**config.mk**
```make
export PLATFORM = sky130hd
export DESIGN_NAME = led_seq_ctrl_flat
export DESIGN_NICKNAME = d
export VERILOG_FILES = /design/src/rtl/led_seq_if.sv /design/src/rtl/led_seq_ctrl.sv /design/src/flat_wrapper.sv
export SDC_FILE = /design/constraint.sdc
export NUM_CORES = 1
export LEC_CHECK = 0
export BUFFER_PORTS_ARGS = -buffer_cell sky130_fd_sc_hd__buf_2
export CORE_MARGIN = 1.5
export CORE_UTILIZATION = 55
export CTS_CLUSTER_DIAMETER = 100
export DETAILED_ROUTE_END_ITERATION = 10
export PLACE_DENSITY = 0.76
export SLEW_MARGIN = 0
export SYNTH_ARGS = -nofsm -noshare
export SYNTH_HDL_FRONTEND = slang
export SYNTH_SLANG_ARGS = --single-unit
```
**constraint.sdc**
```tcl
create_clock -name clk -period 1.9 [get_ports clk]
set_input_delay 0.38 -clock clk [delete_from_list [all_inputs] [get_ports clk]]
set_output_delay 0.38 -clock clk [all_outputs]
set_load 0.1 [all_outputs]
```
**src/rtl/led_seq_if.sv**
```systemverilog
// Control/status bundle between the board top level and the LED pattern
// sequencer: button pulses and mode select in, LED drive and status out.
interface led_seq_if #(
   parameter int WIDTH = 12
);
   logic             start;
   logic             stop;
   logic [1:0]       mode;
   logic [WIDTH-1:0] led;
   logic             busy;
   logic             step;

   modport master (
      output start, stop, mode,
      input  led, busy, step
   );

   modport slave (
      input  start, stop, mode,
      output led, busy, step
   );
endinterface

```
**src/rtl/led_seq_ctrl.sv**
```systemverilog
// LED pattern sequencer: prescaled rotate/bounce/count/blink patterns on an
// active-low LED bank, with idle/run/pause control from button pulses.
module led_seq_ctrl #(
   parameter int WIDTH = 12,
   parameter int DIV   = 25_000_000
) (
   input logic   clk,
   input logic   rst_n,
   led_seq_if.slave bus
);

   localparam int CW = (DIV > 1) ? $clog2(DIV) : 1;
   localparam logic [CW-1:0] LAST = CW'(DIV - 1);
   localparam logic [WIDTH-1:0] ONE = WIDTH'(1);
   localparam logic [WIDTH-1:0] TOP = ONE << (WIDTH - 1);

   typedef enum logic [1:0] {
      IDLE,
      RUN,
      PAUSE
   } state_t;

   state_t           state_q, state_d;
   logic [WIDTH-1:0] pat_q, pat_d;
   logic [WIDTH-1:0] pat_nx, pat_init;
   logic [CW-1:0]    cnt_q, cnt_d;
   logic             dir_q, dir_d, dir_nx;
   logic [1:0]       mode_q, mode_d;
   logic             step_q, step_d;
   logic             tick;

   assign tick = (state_q == RUN) && (cnt_q == LAST);

   always_comb begin
      pat_init = ONE;
      unique case (bus.mode)
         2'd0:    pat_init = ONE;
         2'd1:    pat_init = ONE;
         2'd2:    pat_init = '0;
         default: pat_init = '1;
      endcase
   end

   // dir: 0 = shifting toward the MSB, 1 = toward the LSB
   always_comb begin
      pat_nx = pat_q;
      dir_nx = dir_q;
      unique case (mode_q)
         2'd0: pat_nx = {pat_q[WIDTH-2:0], pat_q[WIDTH-1]};
         2'd1: begin
            pat_nx = dir_q ? (pat_q >> 1) : (pat_q << 1);
            if (pat_nx == TOP) begin
               dir_nx = 1'b1;
            end else if (pat_nx == ONE) begin
               dir_nx = 1'b0;
            end
         end
         2'd2:    pat_nx = pat_q + ONE;
         default: pat_nx = ~pat_q;
      endcase
   end

   always_comb begin
      state_d = state_q;
      pat_d   = pat_q;
      cnt_d   = cnt_q;
      dir_d   = dir_q;
      mode_d  = mode_q;
      step_d  = 1'b0;
      if (bus.stop) begin
         state_d = IDLE;
         pat_d   = '0;
         cnt_d   = '0;
         dir_d   = 1'b0;
      end else begin
         unique case (state_q)
            IDLE: begin
               if (bus.start) begin
                  state_d = RUN;
                  mode_d  = bus.mode;
                  cnt_d   = '0;
                  pat_d   = pat_init;
                  dir_d   = 1'b0;
               end
            end
            RUN: begin
               if (bus.start) begin
                  state_d = PAUSE;
               end else if (tick) begin
                  cnt_d  = '0;
                  pat_d  = pat_nx;
                  dir_d  = dir_nx;
                  step_d = 1'b1;
               end else begin
                  cnt_d = cnt_q + 1'b1;
               end
            end
            PAUSE: begin
               if (bus.start) begin
                  state_d = RUN;
               end
            end
            default: begin
               state_d = IDLE;
               pat_d   = '0;
               cnt_d   = '0;
               dir_d   = 1'b0;
            end
         endcase
      end
   end

   always_ff @(posedge clk or negedge rst_n) begin
      if (!rst_n) begin
         state_q <= IDLE;
         pat_q   <= '0;
         cnt_q   <= '0;
         dir_q   <= 1'b0;
         mode_q  <= 2'd0;
         step_q  <= 1'b0;
      end else begin
         state_q <= state_d;
         pat_q   <= pat_d;
         cnt_q   <= cnt_d;
         dir_q   <= dir_d;
         mode_q  <= mode_d;
         step_q  <= step_d;
      end
   end

   assign bus.led  = ~pat_q;
   assign bus.busy = (state_q != IDLE);
   assign bus.step = step_q;

endmodule

```
**src/flat_wrapper.sv**
```systemverilog
// flat-port wrapper written by rule: the top's interface ports become plain ports
module led_seq_ctrl_flat 
#(
   parameter int WIDTH = 12,
   parameter int DIV   = 25_000_000
)
  (clk, rst_n, bus_start, bus_stop, bus_mode, bus_led, bus_busy, bus_step);
  led_seq_if #(.WIDTH(WIDTH)) bus_i ();
  input logic clk;
  input logic rst_n;
  input wire logic [$bits(bus_i.start)-1:0] bus_start;
  input wire logic [$bits(bus_i.stop)-1:0] bus_stop;
  input wire logic [$bits(bus_i.mode)-1:0] bus_mode;
  output wire logic [$bits(bus_i.led)-1:0] bus_led;
  output wire logic [$bits(bus_i.busy)-1:0] bus_busy;
  output wire logic [$bits(bus_i.step)-1:0] bus_step;
  assign bus_i.start = bus_start;
  assign bus_i.stop = bus_stop;
  assign bus_i.mode = bus_mode;
  assign bus_led = bus_i.led;
  assign bus_busy = bus_i.busy;
  assign bus_step = bus_i.step;
  led_seq_ctrl #(.WIDTH(WIDTH), .DIV(DIV)) u_core (.clk(clk), .rst_n(rst_n), .bus(bus_i));
endmodule
```
# ---- Word-level counts from Yosys, hierarchy flattened
# Index checks and enable logic that the tools add are counted.
dict set report totals {
  ff_bits 43
  output_inout_bits 14
  wordCells 68
  in_bits 6
}
dict set report classes {
  muxes 29
  n_addsub 2
  eq_ne 17
  bitwise_logic 2
  reduce_logical 12
}
# operator n
set op_table {}
lappend op_table {{25-bit two-way mux} 4}
lappend op_table {{25-bit one-hot mux with 3 select lines} 1}
lappend op_table {{12-bit one-hot mux with 3 select lines} 2}
lappend op_table {{12-bit two-way mux} 5}
lappend op_table {{25-bit by 1-bit adder with 25-bit output, second input constant} 1}
lappend op_table {{25-bit equality test, second input constant} 1}
lappend op_table {{12-bit one-hot mux with 2 select lines} 1}
lappend op_table {{12-bit by 1-bit adder with 12-bit output, second input constant} 1}
lappend op_table {{12-bit by 1-bit equality test with 1-bit output, second input constant} 1}
lappend op_table {{12-bit equality test, second input constant} 1}
lappend op_table {{3-bit != test, second input constant} 4}
lappend op_table {{12-bit inverter} 1}
lappend op_table {{1-bit two-way mux} 11}
lappend op_table {{2-bit by 1-bit equality test with 1-bit output, second input constant} 3}
lappend op_table {{2-bit equality test, second input constant} 3}
lappend op_table {{2-bit zero test} 3}
lappend op_table {{2-bit two-way mux} 3}
lappend op_table {{3-bit AND reduction} 2}
lappend op_table {{6-bit AND reduction} 1}
lappend op_table {{4-bit != test, second input constant} 1}
lappend op_table {{2-bit one-hot mux with 2 select lines} 1}
lappend op_table {{4-bit AND reduction} 1}
lappend op_table {{2-bit OR reduction} 2}
lappend op_table {{3-bit by 1-bit != test with 1-bit output, second input constant} 1}
lappend op_table {{other kinds (7)} 7}

# ---- Longest topological paths before layout
dict set report depth {
  ltp_word 9
  mapped_depth 7
  ltp_nobuf 6
}

# ---- Least setup slack after synthesis
# Ideal clock, no wire load.
dict set report synth_timing {
  path_kind {register to register}
  start {reg u_core.pat_q[2]}
  end {reg u_core.pat_q[1]}
  slack_ps -91
  setup_time_ps 128
  synth_period_minus_slack_ps 1991
  stages_incl_launch_ff 7
  t_required_ps 1772
  path_buffers 1
  arrival_ps 1864
  cell_sequence {dfrtp_1 clkbuf_1 inv_1 a31oi_1 o221ai_1 a21oi_1 mux2_1}
}
dict set report synth_between {
  elab_chain_cells 6
}
# element line
set synth_lines {}
lappend synth_lines {{from (decl)} led_seq_ctrl.sv:24} ;# logic [WIDTH-1:0] pat_q, pat_d;
lappend synth_lines {{from (signal assigned)} led_seq_ctrl.sv:123} ;# pat_q <= pat_d;
lappend synth_lines {{12-bit two-way mux} led_seq_ctrl.sv:51} ;# pat_nx = dir_q ? (pat_q >> 1) : (pat_q << 1);
lappend synth_lines {{12-bit one-hot mux with 3 select lines} led_seq_ctrl.sv:48} ;# unique case (mode_q)
lappend synth_lines {{12-bit two-way mux} led_seq_ctrl.sv:89} ;# end else if (tick) begin
lappend synth_lines {{12-bit two-way mux} led_seq_ctrl.sv:87} ;# if (bus.start) begin
lappend synth_lines {{12-bit one-hot mux with 3 select lines} led_seq_ctrl.sv:76} ;# unique case (state_q)
lappend synth_lines {{12-bit two-way mux} led_seq_ctrl.sv:70} ;# if (bus.stop) begin
# Every way passes these cells. The select of a mux whose other input is x is not followed.
# A chain may end at the register's enable or synchronous reset.

# ---- Worst setup path in the final report
dict set report layout_timing {
  start {reg u_core.cnt_q[10]}
  end {reg u_core.pat_q[1]}
}
dict set report layout_between {
  elab_chain_cells 4
}
# element line
set layout_lines {}
lappend layout_lines {{from (decl)} led_seq_ctrl.sv:26} ;# logic [CW-1:0] cnt_q, cnt_d;
lappend layout_lines {{from (signal assigned)} led_seq_ctrl.sv:124} ;# cnt_q <= cnt_d;
lappend layout_lines {{25-bit equality test} led_seq_ctrl.sv:32} ;# assign tick = (state_q == RUN) && (cnt_q == LAST);
lappend layout_lines {{1-bit logical AND} led_seq_ctrl.sv:32}
lappend layout_lines {{3-bit by 2-bit != test with 1-bit output (no source line)} -}
lappend layout_lines {{4-bit AND reduction (no source line)} -}
# Every way passes these cells.

==> impl_results.md <==
- Synthesized netlist cell count: 354
- Final worst slack: -35.3 ps
- Max Cap Viol: 0
- Fraction of layout cells with a size suffix above 1: 0.319
- Fin area: 3970 um2
- Wirelength, routed: 8820 um
- Worst EP required: 2080 ps
- Drt drc: 0
- Largest net degree at the start of global routing: 25
- Global Route Usage Sum: 0.310
- Die footprint: 6090 um2
- Antenna-violating nets left: 0
- Clock sinks: 43
- Status: finished, violations left
- Power density over cell area: 761 nW/um2
- Number of DRC markers in iteration 0: 258
- Placed instance area: 3740 um2
- Max stage delay on crit path: 490 ps
- FMAX: 517 MHz
- Cts hold-fix bufs: 0
- Drt wl/cell: 17.6 um
- Synth-to-layout area growth: 28.0%
- Cell area after synthesis: 3100 um2
- Max rail drop VDD: 0.654 mV
- RSZ-0062 raised after global routing: true
- Final Cycle Share: 1.02
- Maximum root-to-sink buffer count: 2
- CP max-delay cell: a2111o_1
- Crit-path cells: nor4b_2 -> nand4_1 -> a2111o_1 -> nand2_4 -> mux2_4
- Worst Tran Pin Value: 560 ps
- Violated checks: setup timing
- CTS tree: built
- Final setup skew: 7.35 ps
- DP Worst Slack: -115 ps
- Share of synthesized registers carrying an async set or reset: 1.00
- Synth area leader: dfrtp_1
- CP top delay family: simple AND/OR/NAND/NOR gates
- Post-synth EDFFs: 0
- Port bufs: 19
- Clock transition at the registers of the reported paths: 90 ps
- Syn_area_per_cell: 8.75 um2
- Die Width: 78.0 um
- Final nets: 437
- Synth Register Bits: 43
- Tmin final: 1940 ps
- Worst skew pair latency: 290 ps
- Num rows: 27
- Top-Level Pins: 20
- Die span in y: 78.0 um
- Antenna violations before repair: 0
- ANT cells: 0
- Htree depth: 2
- Cell variety after synth: 70
- Global-route wire length before repair: 14,800 um
- RePlAce Congestion: 1.01
- Clk root buf: clkbuf_8
- Worst Path Buf+Inv: 0
- Count leader, synth: dfrtp_1
- Setup CP Type: flop to flop
- Synth Flop Type: dfrtp_1
- GRT overflow: 0
- Drt via density: 6.33
- CORE AREA: 5470 um2
- Slew margin rel.: 0.626
- Pre-antenna DRT Iters: 5
- Part of the Yosys area used for sequential elements: 0.347
- Synth top area share: 0.347
- Synth top area cells: dfrtp_1 35%, o21ai_0 3.9%, nor2_1 3.0%
- Synth warnings: 0
- Worst Hold Class: input port to asynchronous set/reset pin
- CP Launch Type: flop
- Detailed Place HPWL: 6560 um
- Slew Viols, Final: 0
- Worst EP arrival: 2110 ps
- Num CTS Buffers: 5
- Routed vias: 3,179
- Most frequent cells after synthesis: 43 x dfrtp_1, 25 x nor2_1, 24 x o21ai_0
- Mapped Nets: 362
- Overall Power: 3.02 mW
- Starting Density: 0.566
- Vias in the first global route: 2,971
- Final setup viols: 4
- CP Capture Type: flop
- CP max FO: 6
- Final hold viol count: 0
- Lkg Pwr: 1.67 nW
final timing paths:
| kind | slack (ps) | from | end | cells past startpoint |
|---|---|---|---|---|
| setup / recovery | -40 | u_core.cnt_q[10] | u_core.pat_q[1] | 5 |
| hold / removal | 70 | rst_n | u_core.cnt_q[12] | 1 |
| setup reg to reg | -40 | u_core.cnt_q[10] | u_core.pat_q[1] | 5 |
| hold reg to reg | 540 | u_core.cnt_q[14] | u_core.cnt_q[14] | 2 |
| max in group asynchronous | 1310 | rst_n | u_core.cnt_q[8] | 2 |
| min in group clk | 330 | bus_stop | u_core.state_q[0] | 2 |
area by class of cell:
type	count	area, um2
multi-input combinational	270	1890
sequential	43	1080
timing repair buffer	93	708
clock buffer	6	72.6
inverter	16	63.8
clock inverter	2	60.1
fill	426	1510
tap	72	90.1
stage by stage:
stage	utilization	hold slack (ps)	instances	TNS [ps]
finish	0.725	68.9	502	-81.7
global placement	0.683	366	492	-170
floorplan	-	84.4	354	-12.7
detailed placement	0.683	378	492	-840
global route	0.725	84.9	502	-2100
CTS	0.715	58.0	501	-288
cells by family (layout without fill, tap and decap cells):
logic type / Yosys count / count (layout) / share of synthesized area
DFF: 43 / 43 / 0.347
xor gates and xnor gates: 17 / 17 / 0.0529
and+or+nand+nor: 137 / 137 / 0.259
AOI/OAI and AO/OA: 103 / 103 / 0.228
muxes: 11 / 11 / 0.0380
buffers and inverters: 41 / 117 / 0.0671
adders and majority gates: 2 / 2 / 0.00808
cell usage in the layout, fill, tap and decap left out, types with 6 or more instances in the layout:
cell type and count:
buf_4 68, dfrtp_1 43, nor2_1 25, o21ai_0 23
buf_2 19, nand3_1 17, a21oi_1 17, nand2_1 16
inv_1 15, xor2_1 10, nand4_1 9, o2111ai_1 8
o211ai_1 8, and3_1 8, nor3_1 7, or4_1 7
o31ai_1 7, o221ai_1 6
per-layer routing:
metal / vias up / track usage / wire length (um)
li1: 1493 / - / -
met1: 1554 / 0.443 / 4040
met2: 118 / 0.487 / 4120
met3: 14 / 0.0651 / 542
met4: 0 / 0.0625 / 114
met5: - / 0 / 0
worst reg2reg max path, delay by kind of cell, from the launching register on:
family / cells / cell delay [ps]
multiplexers: 1 / 320
flip-flops: 1 / 400
AND/OR/NAND/NOR: 3 / 620
AO/OA/AOI/OAI: 1 / 490
power by group:
part	total [mW]	internal (mW)	switching [mW]
logic	1.12	0.379	0.738
registers	1.06	0.965	0.0922
clock network	0.841	0.526	0.316
total	3.02	1.87	1.15
sequential cells by signal (all words and copies together), names as in the netlist:
register         flops
u_core.bus.step      1
u_core.pat_q        12
u_core.mode_q        2
u_core.cnt_q        25
u_core.dir_q         1
u_core.state_q       2
what timing repair did:
action | 4_1_cts | 5_1_grt
pin swaps | 5 | 4
setup endpoints to repair | 23 | 36
buffers inserted | 1 | 1
resized for setup | 10 | 9
No activity file was read; power rests on OpenSTA's default activity.
